File: config.mk
export PLATFORM = sky130hd
export DESIGN_NAME = mem_port_arbiter
export DESIGN_NICKNAME = d
export VERILOG_FILES = /design/src/rtl/mips_mem_pkg.sv /design/src/rtl/arb_wait_counter.sv /design/src/rtl/mem_port_arbiter.sv
export SDC_FILE = /design/constraint.sdc
export NUM_CORES = 1
export LEC_CHECK = 0
export BUFFER_PORTS_ARGS = -buffer_cell sky130_fd_sc_hd__buf_4
export CAP_MARGIN = 30
export CORE_MARGIN = 2
export CORE_UTILIZATION = 48
export DETAILED_ROUTE_END_ITERATION = 10
export GPL_ROUTABILITY_DRIVEN = 0
export PLACE_DENSITY = 0.83
export SYNTH_ARGS = -nofsm -noshare
export SYNTH_HDL_FRONTEND = slang
export SYNTH_SLANG_ARGS = --single-unit
export TNS_END_PERCENT = 100
File: constraint.sdc
create_clock -name clk -period 2.15 [get_ports clk]
set_input_delay 0.1075 -clock clk [delete_from_list [all_inputs] [get_ports clk]]
set_output_delay 0.1075 -clock clk [all_outputs]
set_load 0.005 [all_outputs]
File: src/rtl/mips_mem_pkg.sv
// Shared definitions for the unified-memory port arbiter of the pipelined MIPS core.
//   - Arbiter FSM state encoding.
//   - DEAD_DATA, the value returned to a requester whose access timed out.
//   - Default address and data widths.
package mips_mem_pkg;

  localparam int unsigned DEF_ADDR_W = 32;
  localparam int unsigned DEF_DATA_W = 32;

  localparam logic [31:0] DEAD_DATA = 32'hDEADBEEF;

  typedef enum logic [1:0] {
    StIdle   = 2'd0,
    StDBusy  = 2'd1,
    StIfBusy = 2'd2
  } arb_state_e;

endpackage

File: src/rtl/arb_wait_counter.sv
// Saturating up-counter with a terminal-count flag.
//   clk  : system clock, rising edge
//   rst  : asynchronous active-low reset, clears the count
//   clr  : synchronous clear, takes priority over en
//   en   : count up by one; the count holds once it reaches TcVal
//   tc   : high while the count equals TcVal
module arb_wait_counter #(
  parameter int unsigned Width = 8,
  parameter int unsigned TcVal = 1
) (
  input  logic clk,
  input  logic rst,
  input  logic clr,
  input  logic en,
  output logic tc
);

  localparam logic [Width-1:0] TcCnt = Width'(TcVal);

  logic [Width-1:0] count_q;

  assign tc = (count_q == TcCnt);

  always_ff @(posedge clk or negedge rst) begin
    if (!rst) begin
      count_q <= '0;
    end else if (clr) begin
      count_q <= '0;
    end else if (en && !tc) begin
      count_q <= count_q + 1'b1;
    end
  end

endmodule

File: src/rtl/mem_port_arbiter.sv
// Arbitrates the IF fetch port and the MEM data port onto one single-ported,
// variable-latency memory using a req/ack handshake, and stalls the pipeline
// while any request is outstanding.
//   clk, rst                      : clock and asynchronous active-low reset
//   ifReq/ifAddr/ifData/ifDone    : fetch port (request held until ifDone)
//   dRead/dWrite/dAddr/dWData     : data port request (held until dDone)
//   dRData/dDone                  : data port response
//   memReq/memWe/memAddr/memWData : memory request, held until memAck
//   memRData/memAck               : memory response
//   stall                         : pipeline freeze, low exactly in a done cycle
//   err                           : sticky memory timeout flag
module mem_port_arbiter
  import mips_mem_pkg::*;
#(
  parameter int unsigned ADDR_W       = DEF_ADDR_W,
  parameter int unsigned DATA_W       = DEF_DATA_W,
  parameter int unsigned MAX_D_STREAK = 4,
  parameter int unsigned TIMEOUT      = 64
) (
  input  logic              clk,
  input  logic              rst,
  input  logic              ifReq,
  input  logic [ADDR_W-1:0] ifAddr,
  output logic [DATA_W-1:0] ifData,
  output logic              ifDone,
  input  logic              dRead,
  input  logic              dWrite,
  input  logic [ADDR_W-1:0] dAddr,
  input  logic [DATA_W-1:0] dWData,
  output logic [DATA_W-1:0] dRData,
  output logic              dDone,
  output logic              memReq,
  output logic              memWe,
  output logic [ADDR_W-1:0] memAddr,
  output logic [DATA_W-1:0] memWData,
  input  logic [DATA_W-1:0] memRData,
  input  logic              memAck,
  output logic              stall,
  output logic              err
);

  arb_state_e state_q, state_d;

  logic d_req;
  logic grant_d, grant_if;
  logic finish, timed_out;
  logic streak_tc, timeout_tc;

  logic              mem_we_q;
  logic [ADDR_W-1:0] mem_addr_q;
  logic [DATA_W-1:0] mem_wdata_q;
  logic [DATA_W-1:0] if_data_q, d_rdata_q;
  logic              if_done_q, d_done_q, err_q;

  assign d_req = dRead | dWrite;

  always_comb begin
    state_d   = state_q;
    grant_d   = 1'b0;
    grant_if  = 1'b0;
    finish    = 1'b0;
    timed_out = 1'b0;
    unique case (state_q)
      StIdle: begin
        // Data wins unless fetch has already waited through MAX_D_STREAK data grants.
        if (d_req && (!ifReq || !streak_tc)) begin
          grant_d = 1'b1;
          state_d = StDBusy;
        end else if (ifReq) begin
          grant_if = 1'b1;
          state_d  = StIfBusy;
        end
      end
      StDBusy, StIfBusy: begin
        // An ack in the timeout cycle still counts as a normal completion.
        if (memAck) begin
          finish  = 1'b1;
          state_d = StIdle;
        end else if (timeout_tc) begin
          finish    = 1'b1;
          timed_out = 1'b1;
          state_d   = StIdle;
        end
      end
      default: state_d = StIdle;
    endcase
  end

  always_ff @(posedge clk or negedge rst) begin
    if (!rst) begin
      state_q     <= StIdle;
      mem_we_q    <= 1'b0;
      mem_addr_q  <= '0;
      mem_wdata_q <= '0;
      if_data_q   <= '0;
      d_rdata_q   <= '0;
      if_done_q   <= 1'b0;
      d_done_q    <= 1'b0;
      err_q       <= 1'b0;
    end else begin
      state_q   <= state_d;
      if_done_q <= finish && (state_q == StIfBusy);
      d_done_q  <= finish && (state_q == StDBusy);
      if (grant_d || grant_if) begin
        mem_addr_q  <= grant_d ? dAddr : ifAddr;
        mem_wdata_q <= dWData;
        mem_we_q    <= grant_d & dWrite;
      end
      if (finish) begin
        if (state_q == StIfBusy) begin
          if_data_q <= timed_out ? DATA_W'(DEAD_DATA) : memRData;
        end else if (timed_out) begin
          d_rdata_q <= DATA_W'(DEAD_DATA);
        end else if (!mem_we_q) begin
          d_rdata_q <= memRData;
        end
      end
      if (timed_out) begin
        err_q <= 1'b1;
      end
    end
  end

  // Streak counts data grants that made a waiting fetch wait; any fetch grant or
  // an uncontended data grant restarts it.
  arb_wait_counter #(
    .Width(4),
    .TcVal(MAX_D_STREAK)
  ) u_streak (
    .clk(clk),
    .rst(rst),
    .clr(grant_if | (grant_d & ~ifReq)),
    .en (grant_d & ifReq),
    .tc (streak_tc)
  );

  // Count is zero in the first busy cycle, so tc marks the TIMEOUT-th cycle of memReq.
  arb_wait_counter #(
    .Width(8),
    .TcVal(TIMEOUT - 1)
  ) u_timeout (
    .clk(clk),
    .rst(rst),
    .clr(state_q == StIdle),
    .en (state_q != StIdle),
    .tc (timeout_tc)
  );

  assign memReq   = (state_q != StIdle);
  assign memWe    = mem_we_q;
  assign memAddr  = mem_addr_q;
  assign memWData = mem_wdata_q;
  assign ifData   = if_data_q;
  assign dRData   = d_rdata_q;
  assign ifDone   = if_done_q;
  assign dDone    = d_done_q;
  assign err      = err_q;
  assign stall    = (ifReq & ~if_done_q) | (d_req & ~d_done_q);

endmodule

==> run metrics <==
CTS buffer count 17; ANT nets after route 0; worst vdd ir 0.922 mV; initial antenna violation count 2; Final HPWL DP 13.9 mm; Synth Register Bits between 100 and 150; RSZ-0062 raised after global routing false; Hold EP memAddr[30]$_DFFE_PN0P_; clock share of power 22.7%; Reg-to-Reg End memAddr[10]$_DFFE_PN0P_; slew of the pin with the lowest slew margin 0.860 ns; Hold Path Depth 3; core area roughly 0.013 mm^2; CP Launch Type register; Via density between 5 and 6; Synth Instances 702; Switching Fraction between 30% and 40%; XOR/XNOR Fraction of Synth Area less than 1%; FMAX just over 0.5 GHz; reg-to-reg critical path startpoint state_q[0]$_DFFE_PN0P_; Final Hold Viols 0; share of cells above drive strength 1 32.0%; Max-cap violations 0; mapped cell area 0.00656 mm^2; Leakage approximately 5 nW; fin nets between 1000 and 1500; register share of total power about a third; CTS clk-pin slew, worst paths around 0.06 ns; Internal 9.32 mW; CTS tree built; first-pass GRT wire length 38.1 mm; synthesized area per cell 9.34 um^2; setup violators final 0; mux cell area share after synthesis 0%; top post-synthesis cells by count 146 x dfrtp_1, 111 x nand2_1, 65 x a21oi_1; Sum Neg Setup Slack 0 ns; switching pwr 5.56 mW; asr flop ratio synth 100%; CP Max Fanout 12; Syn Nets 842; dominant cells by area after synthesis dfrtp_1 56%, nand2_1 6.4%, a21oi_1 5.0%, o22ai_1 4.8%, o21ai_0 3.8%; reg2reg path depth 6; largest family of logic cells by synthesized area compound AO/OA/AOI/OAI gates; largest net degree at the start of global routing 61; post-synth top area share between 50% and 60%; CTS Buffer Depth 2; EDFF count, synth 0; fin. max-slew vios 0; crit path DAT around 2.3 ns; DR vias between 7000 and 8000; Area growth, synth to finish 61.8%; Initial Util roughly 49%; number of H-tree levels 4; clk sink count 146; R2R Setup Slk slightly below 0.2 ns; status finished clean; vias in the first global route about 7400; Pre-antenna DRT Iters 8; Chip Width roughly 120 um; sequential share of the synthesized area ~56%; port buffer count 267; kind of end point of the critical path register; overall routing resource usage about a third; predominant post-synthesis flop cell dfrtp_1; DRC viols 0; Synth Warn # 0; combinational share of power a little under half; Core Rows 42; GRT overflow 0; clock root cell clkbuf_16; Die Span Y 121 um; most common cell in the synthesized netlist dfrtp_1; clock latency on the worst-skew pair about 0.42 ns; Iteration-0 DRC Markers roughly 780; Die Area 0.0146 mm^2; drt total wl 24.6 mm; Tot Pwr 14.9 mW; Synth Area in Compound Gates between 20% and 30%; Pwr Density ~1400 mW/mm^2; Slew HR a little over two fifths; worst hold path class in2reg; Fin Clk Skew between 0.008 and 0.009 ns; IO Count roughly 270; Setup Crit Path Kind reg2reg; Final Critical Period between 1.5 and 2 ns; Routed WL per cell roughly 20 um; worst min-delay path startpoint dAddr[30]; Data required, critical path between 2 and 2.5 ns; simple-gate share of the synthesized area between 10% and 20%; Synth Area in Adders approximately 1.1%; cell taking the most area after synthesis dfrtp_1; Distinct cells, synth 44; period utilization 90.9%
-- critical path, stage by stage (launching register included) --
cell,delay [ns]
dfrtp_1,0.41
inv_1,0.09
ha_1,0.33
o21a_1,0.41
buf_4,0.27
a31oi_1,0.12
a21oi_1,0.22
-- flip-flops by register name (all words and copies together), names as in the netlist, 2 cells and up --
| name | flops |
|---|---|
| u_streak.count_q | 4 |
| u_timeout.count_q | 8 |
| memAddr | 32 |
| dRData | 32 |
| state_q | 2 |
| memWData | 32 |
| ifData | 32 |
-- placed cells by master (no fill, tap or decap), types with 2 or more instances in the layout --
cell	instances
buf_4	287
dfrtp_1	146
nand2_1	111
dlygate4sd3_1	111
a21oi_1	65
nor2_1	62
o22ai_1	50
o21ai_0	49
a31oi_1	35
inv_1	32
a21oi_2	21
clkbuf_16	17
a22o_1	8
a21o_1	8
a22oi_1	8
nand3_1	6
ha_1	6
bufinv_16	6
buf_12	5
nor3_1	4
nand2b_1	4
and3_1	3
nor2b_1	3
clkinv_2	3
clkbuf_1	3
diode_2	2
or3_1	2
or4_1	2
o211ai_1	2
clkbuf_8	2
-- worst max-delay path by stage --
stage                                      start                               to  slack (ns)  cells after the start
final                     state_q[0]$_DFFE_PN0P_          memAddr[10]$_DFFE_PN0P_        0.20                      6
after global routing      state_q[0]$_DFFE_PN0P_          memAddr[22]$_DFFE_PN0P_        0.07                      6
after CTS                 state_q[0]$_DFFE_PN0P_          memAddr[10]$_DFFE_PN0P_        0.27                      6
after detailed placement  state_q[0]$_DFFE_PN0P_  u_streak.count_q[0]$_DFFE_PN0P_        0.29                      5
after global placement    state_q[0]$_DFFE_PN0P_  u_streak.count_q[3]$_DFFE_PN0P_        0.39                      5
after floorplan           state_q[0]$_DFFE_PN0P_           dRData[10]$_DFFE_PN0P_        0.40                      8
-- power groups by stage --
stage          Combinational, mW  Clock, mW  Sequential [mW]
2_1_floorplan               3.38          0             4.60
3_3_place_gp                6.13          0             4.58
3_5_place_dp                6.33          0             4.62
4_1_cts                     6.55       3.39             4.59
5_1_grt                     7.41       3.54             4.80
6_report                    6.83       3.37             4.68
-- final cells by class --
type	instances	area, um^2
flip-flops and latches	146	3650
well taps	176	220
diodes	2	5.00
clock inverters	10	204
clock buffers	22	464
inverters	32	120
multi-input cells	469	2560
repair buffers	404	3380
fillers	777	2690
-- cells by family after synthesis --
logic type	count (synthesis)
DFF	146
buffers and inverters	87
AOI/OAI and AO/OA	257
adders and majority gates	6
xor gates and xnor gates	1
and+or+nand+nor	205
-- metrics by stage --
stage               std cells  cell area, um^2  worst slack [ns]  util, %  hold slack (ns)
floorplan                 702             6560             0.397        -           -0.188
global placement         1116             8820             0.388     66.3            0.131
detailed placement       1116             8820             0.294     66.3            0.131
CTS                      1259            10600             0.272     79.7          0.00348
global route             1261            10600            0.0661     79.8           0.0225
finish                   1261            10600             0.197     79.8           0.0152
-- repair_timing --
item,in CTS,in global routing
endpoints found under the hold margin,181,0
buffers inserted,0,0
resized for setup,0,0
hold buffers,111,0
setup endpoints to repair,0,0
-- metal layers --
layer / part of all wire (%) / wire (um) / GRT usage, %
met1: 36 / 8970 / 39.0
met3: 6.9 / 1700 / 8.22
met2: 50 / 12400 / 55.4
met4: 6.5 / 1610 / 22.0
met5: 0 / 0 / 0
No activity file was read; power rests on OpenSTA's default activity.
